`config.mk`:
```
export PLATFORM = sky130hd
export DESIGN_NAME = irq_ctrl
export DESIGN_NICKNAME = d
export VERILOG_FILES = /design/src/rtl/irq_ctrl_pkg.sv /design/src/rtl/irq_prio_enc.sv /design/src/rtl/irq_ctrl.sv
export SDC_FILE = /design/constraint.sdc
export NUM_CORES = 1
export LEC_CHECK = 0
export BUFFER_PORTS_ARGS = -buffer_cell sky130_fd_sc_hd__buf_2
export CORE_UTILIZATION = 46
export CTS_CLUSTER_SIZE = 16
export DETAILED_ROUTE_END_ITERATION = 10
export PLACE_DENSITY = 0.74
export SYNTH_ARGS = -nofsm -noshare
export SYNTH_HDL_FRONTEND = slang
export SYNTH_SLANG_ARGS = --single-unit
```
`constraint.sdc`:
```
create_clock -name clk_i -period 2.4 [get_ports clk_i]
set_clock_uncertainty 0.05 [all_clocks]
set_input_delay 0.12 -clock clk_i [delete_from_list [all_inputs] [get_ports clk_i]]
set_output_delay 0.12 -clock clk_i [all_outputs]
set_load 0.01 [all_outputs]
```
`src/rtl/irq_ctrl_pkg.sv`:
```
// Shared definitions for the machine-external interrupt controller.
// Holds the Wishbone word offsets of the software-visible registers,
// the claim-sequencing state encoding and the "no interrupt" claim ID.
package irq_ctrl_pkg;

    localparam logic [2:0] REG_PENDING  = 3'd0;
    localparam logic [2:0] REG_ENABLE   = 3'd1;
    localparam logic [2:0] REG_TRIGGER  = 3'd2;
    localparam logic [2:0] REG_CLAIM    = 3'd3;
    localparam logic [2:0] REG_COMPLETE = 3'd4;

    localparam int NO_ID = 0;

    typedef enum logic [1:0] {
        IDLE    = 2'd0,
        ASSERT  = 2'd1,
        SERVICE = 2'd2
    } state_t;

endpackage

```
`src/rtl/irq_prio_enc.sv`:
```
// Fixed-priority encoder: reports whether any bit of vec is set and the
// index of the lowest set bit (bit 0 has the highest priority).
// Ports:
//   vec   in  N      request vector
//   valid out 1      at least one bit of vec is set
//   idx   out IDX_W  index of the lowest set bit (0 when valid=0)
module irq_prio_enc #(
    parameter int N     = 8,
    parameter int IDX_W = 5
) (
    input  logic [N-1:0]     vec,
    output logic             valid,
    output logic [IDX_W-1:0] idx
);

    // Scan from the top down so the lowest set bit is the last assignment.
    always_comb begin
        valid = 1'b0;
        idx   = '0;
        for (int k = N - 1; k >= 0; k--) begin
            if (vec[k]) begin
                valid = 1'b1;
                idx   = IDX_W'(k);
            end
        end
    end

endmodule

```
`src/rtl/irq_ctrl.sv`:
```
// Machine-external interrupt controller. Collects N_SRC interrupt lines
// with per-source enable and level/edge trigger, raises meip_o to the
// core, hands out a claim ID on the core's ack pulse and waits for
// software to write that ID to COMPLETE before raising the next request.
// Ports:
//   clk_i, reset_i     clock, synchronous active-high reset
//   src_i      in  N_SRC  interrupt lines (synchronous to clk_i)
//   meip_o     out 1      external interrupt request to the core
//   irq_ack_i  in  1      one-cycle claim pulse from the core
//   wb_*                  Wishbone classic slave (word address wb_adr_i)
module irq_ctrl
    import irq_ctrl_pkg::*;
#(
    parameter int N_SRC = 8,
    parameter int ID_W  = 5
) (
    input  logic             clk_i,
    input  logic             reset_i,
    input  logic [N_SRC-1:0] src_i,
    output logic             meip_o,
    input  logic             irq_ack_i,
    input  logic             wb_cyc_i,
    input  logic             wb_stb_i,
    input  logic             wb_we_i,
    input  logic [2:0]       wb_adr_i,
    input  logic [31:0]      wb_dat_i,
    input  logic [3:0]       wb_sel_i,
    output logic [31:0]      wb_dat_o,
    output logic             wb_ack_o
);

    logic [N_SRC-1:0] pending, enable, trigger, src_q;
    logic [N_SRC-1:0] pending_nxt, clr, edges, active;
    logic [ID_W-1:0]  claim_id, claim_nxt, win_idx;
    logic             win_valid;
    logic             req, wr, claim_fire, complete_ok;
    logic [31:0]      rd_data;
    state_t           state, state_nxt;

    // A new request is accepted only while no ack is outstanding, which
    // keeps every transfer single-cycle with no back-to-back acks.
    assign req         = wb_cyc_i & wb_stb_i & ~wb_ack_o;
    assign wr          = req & wb_we_i & (wb_sel_i == 4'hF);
    assign active      = pending & enable;
    assign claim_fire  = (state == ASSERT) & irq_ack_i;
    assign complete_ok = wr && (wb_adr_i == REG_COMPLETE) &&
                         (wb_dat_i == 32'(claim_id));
    assign edges       = src_i & ~src_q;

    irq_prio_enc #(
        .N     (N_SRC),
        .IDX_W (ID_W)
    ) u_prio (
        .vec   (active),
        .valid (win_valid),
        .idx   (win_idx)
    );

    // Edge sources are cleared by write-1 or by being claimed, but a new
    // edge in the same cycle always wins. Level sources just follow the line.
    always_comb begin
        clr = '0;
        if (wr && (wb_adr_i == REG_PENDING))
            clr = wb_dat_i[N_SRC-1:0];
        if (claim_fire && win_valid)
            clr = clr | (N_SRC'(1) << win_idx);
        pending_nxt = (trigger & ((pending & ~clr) | edges)) | (~trigger & src_i);
    end

    always_comb begin
        state_nxt = state;
        claim_nxt = claim_id;
        case (state)
            IDLE: begin
                if (win_valid)
                    state_nxt = ASSERT;
            end
            ASSERT: begin
                // If every request vanished before the ack, the core is
                // handed NO_ID and the controller returns to IDLE.
                if (irq_ack_i) begin
                    claim_nxt = win_valid ? (win_idx + ID_W'(1)) : ID_W'(NO_ID);
                    state_nxt = win_valid ? SERVICE : IDLE;
                end
            end
            SERVICE: begin
                if (complete_ok) begin
                    claim_nxt = ID_W'(NO_ID);
                    state_nxt = IDLE;
                end
            end
            default: state_nxt = IDLE;
        endcase
    end

    always_comb begin
        rd_data = '0;
        case (wb_adr_i)
            REG_PENDING: rd_data[N_SRC-1:0] = pending;
            REG_ENABLE:  rd_data[N_SRC-1:0] = enable;
            REG_TRIGGER: rd_data[N_SRC-1:0] = trigger;
            REG_CLAIM:   rd_data[ID_W-1:0]  = claim_id;
            default:     rd_data = '0;
        endcase
    end

    always_ff @(posedge clk_i) begin
        if (reset_i) begin
            pending  <= '0;
            enable   <= '0;
            trigger  <= '0;
            src_q    <= '0;
            claim_id <= ID_W'(NO_ID);
            state    <= IDLE;
            meip_o   <= 1'b0;
            wb_ack_o <= 1'b0;
            wb_dat_o <= '0;
        end else begin
            src_q    <= src_i;
            pending  <= pending_nxt;
            claim_id <= claim_nxt;
            state    <= state_nxt;
            meip_o   <= (state_nxt == ASSERT);
            wb_ack_o <= req;
            wb_dat_o <= req ? rd_data : '0;
            if (wr && (wb_adr_i == REG_ENABLE))
                enable <= wb_dat_i[N_SRC-1:0];
            if (wr && (wb_adr_i == REG_TRIGGER))
                trigger <= wb_dat_i[N_SRC-1:0];
        end
    end

endmodule

```
==> results.py <==
metrics = {
    "die": {
        "fp.dieH_um": 75.7,
        "placementRows": 26,
        "coreArea_um2": 5170,
        "die_w_um": 75.7,
        "die_area_um2": 5730,
        "io_pins": 87,
        "start_util": 0.483,
    },
    "setup_path": {
        "crit_start": "pending[3]",
        "required_ns": 2.59,
        "path_max_fanout": 4,
        "crit_family": "compound AO/OA/AOI/OAI gates",
        "slowest_stage": "dfxtp_1",
        "ff2ff_path_depth": 7,
        "path_cells": "a22oi_1, nand2_1, nor2_1, inv_1, ha_1, a311oi_1, a22o_1",
        "r2r_slack_ns": 0.48,
        "cp_num_cells": 7,
        "start_kind": "flip-flop",
        "path_buf_inv": 1,
        "worstReg2RegEnd": "pending[3]",
        "crit_end": "pending[3]",
        "r2r_start": "pending[3]",
        "criticalPathCategory": "reg2reg",
        "cp_data_arrival_time_ns": 2.11,
        "setup.worst_path.end_class": "flip-flop",
        "cpPeakStageDelay_ns": 0.36,
    },
    "sta": {
        "setup_viol": 0,
        "rsz0062_at_grt": "false",
        "fin_crit_sh": 0.798,
        "max_freq_ghz": 0.522,
        "final.min_clock_period_ns": 1.92,
        "fin_ws_ns": 0.484,
        "slew_violations": 0,
        "slew_headroom": 0.523,
        "finalHoldViolCount": 0,
        "tightest_slew_ns": 0.715,
        "tns_ns": 0,
    },
    "cells_and_area": {
        "layout_commonest_cell": "buf_2",
        "area_delta_synth_final_pct": 14.8,
        "antenna_cells": 0,
        "final_cell_mix": "62 x buf_2, 48 x dfxtp_1, 39 x nand2_1",
        "fillers": 479,
        "fin_nets": 387,
        "drive_above_1_share": 0.262,
    },
    "route": {
        "wl_met1_um": 2400,
        "finalWirelength_um": 5570,
        "top_layer_used": "met4",
        "postRouteAntennaNets": 0,
        "drc": 0,
        "vias": 2107,
        "avgRoutedWirePerCell_um": 13.9,
        "wl_met3_um": 414,
        "dr.pass1.iters": 4,
        "viasPerCell": 5.24,
        "drt_first_iter_violations": 178,
        "dr_wl_met2_um": 2660,
    },
    "placed_design": {
        "portBuffers": 62,
        "post-place-ws_ns": 0.496,
        "routabilityCongestion": 0.883,
        "hpwl_um": 4360,
    },
    "logic_synthesis": {
        "ys_types": 49,
        "synth_area_per_cell_um2": 9.29,
        "syn_inst": 269,
        "synth_ff_type": "dfxtp_1",
        "yosys_warnings": 0,
        "yosysSeqAreaShare": 0.384,
        "synth_edf_count": 0,
        "async_flop_share": 0,
        "synth.cell_area_um2": 2500,
        "synth_seq_cells": 48,
    },
    "cts": {
        "cts_made_buffers": 5,
        "postCtsSetupBuffers": 0,
        "cts_tree": "yes",
        "htree_levels": 2,
        "insertion_delay_ns": 0.30,
        "cts_sinks": 48,
        "clkSlewWorstSetupHoldPaths_ns": 0.09,
        "cts_root_buffer": "clkbuf_8",
        "clockBufferDepth": 2,
    },
    "grt": {
        "antenna_found_initial": 0,
        "grt_pass1_wl_um": 8690,
        "grt.total_usage": 0.205,
        "grt-ovfl-total": 0,
        "grt_pass1_vias": 1885,
        "grt_max_degree": 42,
    },
    "min_path": {
        "hp-class": "in2reg",
    },
    "power": {
        "pwr_density_cell_nw_per_um2": 533,
        "peakVddDrop_mv": 0.301,
        "leakagePower_uw": 0.00116,
    },
    "status": {
        "outcome": "finished, final reports clean",
    },
    "run": {
        "maxCapViolations": 0,
    },
}
## cell families after synthesis
family | Yosys count | share of synthesized area
simple gates | 114 | 0.248
flops | 48 | 0.384
buf+inv | 38 | 0.110
compound gates | 37 | 0.111
mux | 24 | 0.116
xor+xnor | 4 | 0.0140
fa+ha+maj | 3 | 0.0150
other cells | 1 | 0.00150
## routing by layer
layer  vias up  track usage
met3         9       0.0397
met5         -            0
met1       962        0.254
li1       1036            -
met2       100        0.358
met4         0       0.0658
## area by class of cell
type                    count  area (um^2)  area share
flip-flops and latches     48          961       0.335
inverters                   4         15.0     0.00523
clock buffers               6         72.6      0.0253
well taps                  70         87.6      0.0305
repair buffers             66          343       0.119
clock inverters             2         35.0      0.0122
multi-input cells         206         1360       0.473
## through the flow
stage	cell area, um^2	hold slack, ns	cells	util	total power (uW)
after floorplan	2590	0.153	292	-	942
after detailed placement	2750	0.307	393	0.532	975
after global placement	2750	0.294	393	0.532	972
after CTS	2870	0.0179	402	0.555	1540
final	2870	0.0137	402	0.555	1530
after global routing	2870	0.0261	402	0.555	1590
## worst min-delay path by stage
| stage | depth (start not counted) | endpoint | slack (ns) | from |
|---|---|---|---|---|
| after detailed placement | 2 | meip_o | 0.31 | irq_ack_i |
| after global routing | 2 | src_q[4] | 0.03 | src_i[4] |
| after CTS | 2 | src_q[4] | 0.02 | src_i[4] |
| after floorplan | 1 | src_q[0] | 0.15 | reset_i |
| final | 2 | src_q[4] | 0.01 | src_i[4] |
| after global placement | 2 | state[0] | 0.29 | irq_ack_i |
## synth_stat cells, types with 3 or more instances
master | number | area share
mux4_2 | 4 | 0.036
a311oi_1 | 5 | 0.018
inv_1 | 4 | 0.0060
a22oi_1 | 3 | 0.0090
o22ai_1 | 3 | 0.0075
nor2_1 | 31 | 0.047
mux2i_1 | 20 | 0.080
nand2_1 | 39 | 0.059
nor4_1 | 3 | 0.0075
ha_1 | 3 | 0.015
clkbuf_1 | 3 | 0.0045
a211oi_1 | 3 | 0.0090
nand3_1 | 4 | 0.0080
nor2b_1 | 12 | 0.030
a22o_1 | 10 | 0.035
buf_4 | 24 | 0.072
dfxtp_1 | 48 | 0.38
nand4_1 | 4 | 0.010
buf_6 | 5 | 0.023
xnor2_1 | 3 | 0.011
a21oi_1 | 5 | 0.010
## flip-flops by register name, indices dropped and copies added, names as in the netlist
register,cells
meip_o,1
src_q,8
enable,8
wb_dat_o,8
claim_id,4
state,2
trigger,8
wb_ack_o,1
pending,8
## power by group
part           switching (uW)  internal (uW)  leakage [uW]
Clock                     261            309     0.0000552
Combinational            76.4           58.4      0.000709
Sequential               11.7            811      0.000391
Total                     349           1180       0.00116
## timing repair
| action | 4_1_cts | 5_1_grt |
|---|---|---|
| endpoints found under the hold margin | 2 | 0 |
| resized for setup | 0 | 0 |
| hold buffers | 1 | 0 |
Note: power is estimated with default switching activity, not from simulation.
